**src/rtl/fetch_sequencer.sv**
```systemverilog
// fetch_sequencer: owns the fetch PC for a 4-wide front end, picks how many
// instructions to fetch each cycle and allocates matching contiguous ROB
// entries, with support for branch redirects, ROB flushes and halt.
module fetch_sequencer #(
   parameter logic [15:0] RESET_PC  = 16'h0000,
   parameter int unsigned ROB_DEPTH = 16,
   parameter int unsigned FETCH_W   = 4
) (
   input  logic        clk,
   input  logic        rst,
   input  logic [15:0] jump_target,
   input  logic        is_jump,
   input  logic        rob_flush,
   input  logic [2:0]  commit_count,
   input  logic [3:0]  ibuf_free,
   input  logic        halt_req,
   output logic [63:0] pc_to_icache,
   output logic [3:0]  fetch_valid,
   output logic [2:0]  fetch_count,
   output logic [3:0]  dec_valid,
   output logic [3:0]  dec_rob_base,
   output logic [3:0]  rob_head_idx,
   output logic [3:0]  rob_tail_idx,
   output logic [4:0]  rob_occupancy,
   output logic        halted
);

   typedef enum logic [1:0] {
      ST_START,
      ST_FETCH,
      ST_REDIRECT,
      ST_HALTED
   } state_t;

   state_t      state;
   state_t      state_nx;

   logic [15:0] pc;
   logic [3:0]  head;
   logic [3:0]  tail;
   logic [4:0]  occ;

   logic [4:0]  rob_free;
   logic [4:0]  lim;
   logic [2:0]  fc;
   logic [2:0]  eff_commit;
   logic [3:0]  head_nx;
   logic        fetch_ok;

   // Fetch group size: bounded by fetch width, ibuf space and ROB space.
   always_comb begin
      rob_free = 5'(ROB_DEPTH) - occ;
      lim      = 5'(FETCH_W);
      if ({1'b0, ibuf_free} < lim) lim = {1'b0, ibuf_free};
      if (rob_free < lim) lim = rob_free;
      fetch_ok = (state == ST_FETCH) && !is_jump && !rob_flush && !halt_req;
      fc       = fetch_ok ? lim[2:0] : 3'd0;
   end

   // Thermometer lane mask from the group size.
   always_comb begin
      case (fc)
         3'd0:    fetch_valid = 4'b0000;
         3'd1:    fetch_valid = 4'b0001;
         3'd2:    fetch_valid = 4'b0011;
         3'd3:    fetch_valid = 4'b0111;
         default: fetch_valid = 4'b1111;
      endcase
   end

   // Retire no more entries than are actually allocated.
   always_comb begin
      if ({2'b00, commit_count} < occ) eff_commit = commit_count;
      else                             eff_commit = occ[2:0];
      head_nx = head + {1'b0, eff_commit};
   end

   // Per-lane PCs, always driven with 16-bit wrap.
   always_comb begin
      pc_to_icache = '0;
      for (int unsigned i = 0; i < 4; i++) begin
         pc_to_icache[16*i +: 16] = pc + 16'(2*i);
      end
   end

   // Next-state: halt wins over redirect; HALTED is left only by reset.
   always_comb begin
      state_nx = state;
      case (state)
         ST_START:    state_nx = ST_FETCH;
         ST_FETCH:    state_nx = ST_FETCH;
         ST_REDIRECT: state_nx = ST_FETCH;
         ST_HALTED:   state_nx = ST_HALTED;
         default:     state_nx = ST_START;
      endcase
      if (state != ST_HALTED && is_jump) state_nx = ST_REDIRECT;
      if (halt_req)                      state_nx = ST_HALTED;
   end

   // State register.
   always_ff @(posedge clk) begin
      if (rst) state <= ST_START;
      else     state <= state_nx;
   end

   // PC, ROB pointers and decode-stage alignment registers.
   always_ff @(posedge clk) begin
      if (rst) begin
         pc           <= RESET_PC;
         head         <= '0;
         tail         <= '0;
         occ          <= '0;
         dec_valid    <= '0;
         dec_rob_base <= '0;
      end else begin
         if (is_jump) pc <= jump_target;
         else         pc <= pc + {12'd0, fc, 1'b0};

         head         <= head_nx;
         dec_rob_base <= tail;

         // A flush retires this cycle's commits first, then empties the ROB
         // so the tail restarts at the post-commit head.
         if (rob_flush) begin
            tail <= head_nx;
            occ  <= '0;
         end else begin
            tail <= tail + {1'b0, fc};
            occ  <= occ + {2'b00, fc} - {2'b00, eff_commit};
         end

         if (is_jump || rob_flush) dec_valid <= '0;
         else                      dec_valid <= fetch_valid;
      end
   end

   assign fetch_count   = fc;
   assign rob_head_idx  = head;
   assign rob_tail_idx  = tail;
   assign rob_occupancy = occ;
   assign halted        = (state == ST_HALTED);

endmodule

```
**config.mk**
```make
export PLATFORM = sky130hd
export DESIGN_NAME = fetch_sequencer
export DESIGN_NICKNAME = d
export VERILOG_FILES = /design/src/rtl/fetch_sequencer.sv
export SDC_FILE = /design/constraint.sdc
export NUM_CORES = 1
export LEC_CHECK = 0
export ABC_AREA = 1
export BUFFER_PORTS_ARGS = -buffer_cell sky130_fd_sc_hd__buf_2
export CAP_MARGIN = 25
export CORE_MARGIN = 2
export CORE_UTILIZATION = 44
export DETAILED_ROUTE_END_ITERATION = 6
export PLACE_DENSITY = 0.77
export SLEW_MARGIN = 20
export SYNTH_ARGS = -nofsm -noshare
export SYNTH_HDL_FRONTEND = slang
export SYNTH_SLANG_ARGS = --single-unit
```
**constraint.sdc**
```tcl
create_clock -name clk -period 3.15 [get_ports clk]
set_clock_uncertainty 0.1 [all_clocks]
set_input_delay 0.4725 -clock clk [delete_from_list [all_inputs] [get_ports clk]]
set_output_delay 0.4725 -clock clk [all_outputs]
set_load 0.005 [all_outputs]
```
Word-level counts from Yosys, hierarchy flattened:

Index checks and enable logic that the tools add are counted.

* flip-flop bits (word level): 39
* input port bits: 28
* output and inout bits: 93

* add/subtract/negate cells: 9
* order comparisons: 3
* equality and inequality tests: 7
* mux-type cells: 10
* reductions and logical operators: 13

Operators by type and width (number)
* adder 16 x 3 -> 16 bit, second input constant: 2
* adder 16 x 2 -> 16 bit, second input constant: 1
* adder 16 x 4 -> 16 bit: 1
* 2-to-1 mux 16 bit: 1
* one-hot mux 4 bit (4 select lines): 1
* 2-to-1 mux 3 bit: 3
* adder 4 x 3 -> 4 bit: 2
* 2-to-1 mux 4 bit: 2
* == test 3 x 2 -> 1 bit, second input constant: 2
* adder 5 x 3 -> 5 bit: 1
* less-than comparator 3 x 5 -> 1 bit: 1
* less-than comparator 5 x 4 -> 1 bit: 1
* subtractor 5 x 3 -> 5 bit: 1
* subtractor 5 bit, first input constant: 1
* == test 2 bit, second input constant: 2
* logical AND 1 bit: 4
* less-than comparator 4 x 3 -> 1 bit, second input constant: 1
* 2-to-1 mux 2 bit: 2
* one-hot mux 2 bit (2 select lines): 1
* OR reduction 2 bit: 2
* == test 3 x 1 -> 1 bit, second input constant: 1
* zero test 1 bit: 3
* zero test 3 bit: 1
* OR reduction 3 bit: 1
* 4 further kinds: 4

Depth between registers and ports, before layout:

* depth after elaboration: 7
* depth in mapped cells: 24

Least setup slack after synthesis:

OpenSTA, ideal clock, no wires.

* kind: register to register
* from: reg occ[0], in the netlist rob_occupancy[0]
* to: reg occ[4], in the netlist rob_occupancy[4]
* arrival time: 3.273 ns
* required time: 2.930 ns
* setup slack: -0.344 ns
* stages on the path, launching flop included: 21
* path through: dfxtp_1 inv_1 ha_1 or2_2 nand2_1 inv_1 ha_1 nand2_1 nor2_1 nor2_1 nand3_1 nand2_1 nand3_2 inv_1 fa_1 ha_1 inv_1 nor2_1 o21ai_0 and3_1 nor3_1

* longest elaborated chain between the ends: 6
* elaborated cells on any way between the ends: 8
* those cells by class: 3 x add/sub; 2 x order compare; 3 x mux

RTL lines
* start: declaration: line 41 `logic [4:0] occ;`
* start signal: assignment: line 129 `occ <= occ + {2'b00, fc} - {2'b00, eff_commit};`
* subtractor 5 bit (*): line 52 `rob_free = 5'(ROB_DEPTH) - occ;`
* less-than comparator 5 x 4 -> 1 bit: line 55 `if (rob_free < lim) lim = rob_free;`
* 2-to-1 mux 3 bit (*): line 55
* 2-to-1 mux 3 bit (*): line 57 `fc = fetch_ok ? lim[2:0] : 3'd0;`
* named net fetch_count[2]: line 19 `output logic [2:0] fetch_count,`
* adder 5 x 3 -> 5 bit (*): line 129
* subtractor 5 x 3 -> 5 bit (*): line 129

Mark *: on every way through the listed nets, which the timed path passes. The rest lies on a longest branch.
A chain may end at the register's enable or synchronous reset.

Final worst setup path:

* from: reg occ[0], in the netlist rob_occupancy[0]
* to: reg occ[3], in the netlist rob_occupancy[3]

* longest elaborated chain between the ends: 6
* elaborated cells on any way between the ends: 8
* those cells by class: 3 x add/sub; 2 x order compare; 3 x mux

RTL lines (line)
* subtractor 5 bit: 52
* less-than comparator 5 x 4 -> 1 bit: 55
* 2-to-1 mux 3 bit: 55
* 2-to-1 mux 3 bit: 57
* adder 5 x 3 -> 5 bit: 129
* subtractor 5 x 3 -> 5 bit (*): 129

Mark *: on every way between the ends. The rest lies on a longest branch, timed or not.

==> metrics <==
core area=0.00668 mm2; final estimated routing congestion in global placement=0.929; post-route non-filler standard cell count=648; number of global-route vias before repair=2965; share of power burned in the clock network=0.124; RSZ-0062 raised after global routing=true; result of the run=complete, but fails checks; share of power burned in combinational logic=0.621; Critical Path Sink Type=register; clock tree from TritonCTS=done; cell at the root of the clock tree=clkbuf_8; overflow left after global routing=0; Yosys warning count=0; fraction of the yosys area taken by sequential cells=0.261; placement row count=30; fillcell total=596; Fin. Hold Viols=0; area share of the leading cell type in the synthesized netlist=0.261; total number of vias=3202; overall routing resource usage=0.215; level count of the clock H-tree=2; first-pass GRT wire length=13000 um; Setup-failing EPs final=8; launch point of the critical path=rob_occupancy[0]$_SDFF_PP0_; Peak Freq=304 MHz; largest vdd supply drop=745 uV; DP HPWL=6500 um; sum of routed wire length over all layers=8420 um; drt via density=4.94; worst reg2reg path startpoint=rob_occupancy[0]$_SDFF_PP0_; final standard cell area without fillers=0.00418 mm2; growth of design area from synthesis to finish=39.4%; cell type with the largest total area after synthesis=dfxtp_1; Final period util=1.04; final core area utilization=0.625; slack of the critical path=-0.135 ns; DRC marker count from the first detailed-route iteration=120; gate count after technology mapping=422; R2R depth=21; Internal Power=1.52 mW; instance count along the most critical hold path=3; max incr delay on CP=0.47 ns; post-synthesis net count=481; fraction of final layout cells sized beyond drive strength 1=0.389; WS Path Type=reg2reg; DRT Pass-1 Iters=4; total power divided by cell area=642 mW/mm2; count of nets after finishing=626; pins over their slew limit=0; Arr. time, crit path=3.41 ns; initial antenna violation count=0; width of the die=86.5 um; clock latency on the worst-skew pair=0.29 ns; Mapped Avg Cell Area=7.10 um2; Sequential Power Share=0.255; Critical R2R Capture=rob_occupancy[3]$_SDFF_PP0_; Power Total=2.68 mW; placed instance count=636; register area=783 um2; Maximum Capacitance Violations=0; reported leakage power=2.40 nW; number of hold-repair buffers added at the cts stage=0; Die ar.=0.00749 mm2; starting density of the core=0.449; ports placed on the boundary=121; Worst path most repeated cell=nor2_1; count of different cell masters after synthesis=35; start point of the worst hold path=jump_target[15]; placed inst area=0.00387 mm2; routed length per instance=13.0 um; TritonCTS Buffers=5; CP max stage cell=fa_1; largest buffer count on any clock path=2; residual antenna-violating net count after detailed routing=0; post-synthesis instance area=0.00300 mm2; sw power=1.17 mW; Final Critical Period=3.29 ns; Worst R2R Setup Slack=-0.14 ns; fraction of power spent switching nets=0.435; top post-synthesis cells by area=dfxtp_1 26%, xor2_1 12%, ha_1 10%; cells along the critical path=inv_4 > ha_4 > or2_4 > nand2_4 > inv_2 > ha_4 > nand2_2 > nor2_1 > nand2_2 > nand3_4 > nand2_1 > nand3_2 > inv_2 > fa_1 > ha_1 > inv_1 > buf_4 > nor2_1 > nor2_1 > o21ai_1 > a21oi_1; DRC Markers=0; required time at the worst-slack endpoint=3.27 ns; clock transition at the registers of the reported paths=0.08 ns; flop and latch count out of synthesis=39; worst-margin pin slew=0.710 ns; pin count of the biggest net entering global routing=24; clock sink total=39; worst-path maximum fanout=4; Die Ht=86.5 um; failing checks=negative setup slack; critical path launch point type=register; combined area of the multi-input logic cells=0.00204 mm2; input/output buffers=120; total inserted antenna cells=0; Tightest Hold Check Type=in2reg; worst-case hold path end point=pc[15]$_SDFF_PP0_; accumulated negative setup slack=-0.543 ns; Slew headroom=0.526
## power by group through the flow
| stage | Combinational (mW) | Clock, mW | Sequential [mW] |
|---|---|---|---|
| final | 1.67 | 0.333 | 0.684 |
| after global routing | 1.84 | 0.362 | 0.698 |
| after CTS | 1.47 | 0.345 | 0.684 |
| after detailed placement | 1.34 | 0 | 0.693 |
| after global placement | 1.28 | 0 | 0.690 |
| after floorplan | 0.836 | 0 | 0.687 |
## metal layers
layer,vias up,track usage,part of all wire
met1,1498,0.266,0.43
li1,1585,-,-
met5,-,0,0
met4,0,0.0455,0.014
met3,13,0.0305,0.047
met2,106,0.394,0.51
## sequential cells by signal, summed over array words and instances (netlist names)
| name | count |
|---|---|
| rob_tail_idx | 4 |
| state | 2 |
| rob_occupancy | 5 |
| dec_rob_base | 4 |
| dec_valid | 4 |
| rob_head_idx | 4 |
| pc | 16 |
## worst max-delay path: cells and delay by family (launching register included)
| kind | cells | cell delay, ns |
|---|---|---|
| fa+ha+maj | 4 | 1.17 |
| flops | 1 | 0.36 |
| compound gates | 2 | 0.19 |
| buf+inv | 5 | 0.35 |
| simple gates | 10 | 1.05 |
## what timing repair did
item | CTS | global route
setup endpoints to repair | 17 | 23
resized for setup | 17 | 35
pin swaps | 16 | 13
buffers inserted | 2 | 2
## final cells by class
type / count / share of cell area
multi-input cells: 288 / 0.489
repair buffers: 152 / 0.205
flip-flops and latches: 39 / 0.187
inverters: 81 / 0.0740
well taps: 80 / 0.0240
clock buffers: 6 / 0.0174
clock inverters: 2 / 0.00299
## placed cells by master, fill, tap and decap left out, types with 4 or more instances in the layout
| cell type | count |
|---|---|
| a21oi_1 | 8 |
| buf_2 | 120 |
| buf_4 | 28 |
| buf_6 | 4 |
| clkbuf_8 | 5 |
| dfxtp_1 | 37 |
| ha_1 | 20 |
| ha_4 | 5 |
| inv_1 | 73 |
| inv_2 | 6 |
| nand2_1 | 46 |
| nand2_2 | 13 |
| nand3_1 | 14 |
| nand3_2 | 5 |
| nand4_1 | 4 |
| nor2_1 | 56 |
| nor2_2 | 5 |
| nor2_4 | 4 |
| o21ai_0 | 19 |
| o21ai_1 | 8 |
| xnor2_1 | 4 |
| xor2_1 | 40 |
## stage by stage
stage / hold slack, ns / setup slack, ns
finish: 0.315 / -0.135
global route: 0.311 / -0.256
CTS: 0.303 / -0.000779
detailed placement: 0.342 / -0.269
global placement: 0.333 / -0.154
floorplan: 0.336 / -0.120
## cells by family (layout without fill, tap and decap cells)
logic type      Yosys count  after routing  share of synthesized area
simple gates            160            160                      0.236
xor+xnor                 46             46                      0.137
compound gates           50             50                     0.0927
other cells               1              1                    0.00125
fa+ha+maj                31             31                      0.144
flops                    39             39                      0.261
buf+inv                  95            241                      0.128
## cells in the mapped netlist
library cell and number:
inv_1 81, nand3_1 19, dfxtp_1 39, ha_1 25, buf_4 6, nor3_1 4
o211ai_1 2, a21oi_1 11, nor2_4 2, a31oi_1 3, clkbuf_2 1, nand2_1 57
xor2_2 1, nor2_1 62, nor3_4 1, clkbuf_1 5, o21ai_0 27, nor4_2 1
a21boi_1 1, or2_2 1, o21a_1 1, nand2_2 5, o22a_1 2, o21ai_1 1
xor2_1 41, a21o_1 1, and3_1 1, conb_1 1, fa_1 6, buf_2 2
nor2_2 1, nand3_2 2, o21ai_2 1, nand4_1 4, xnor2_1 4
## worst max-delay path by stage
| stage | end | slack [ns] | depth (start not counted) |
|---|---|---|---|
| final | rob_occupancy[3]$_SDFF_PP0_ | -0.14 | 21 |
| after global routing | rob_occupancy[3]$_SDFF_PP0_ | -0.26 | 21 |
| after CTS | rob_occupancy[3]$_SDFF_PP0_ | -0.0008 | 19 |
| after detailed placement | rob_occupancy[3]$_SDFF_PP0_ | -0.27 | 20 |
| after global placement | rob_occupancy[3]$_SDFF_PP0_ | -0.15 | 20 |
| after floorplan | rob_occupancy[3]$_SDFF_PP0_ | -0.12 | 20 |
No activity file was read; power rests on OpenSTA's default activity.
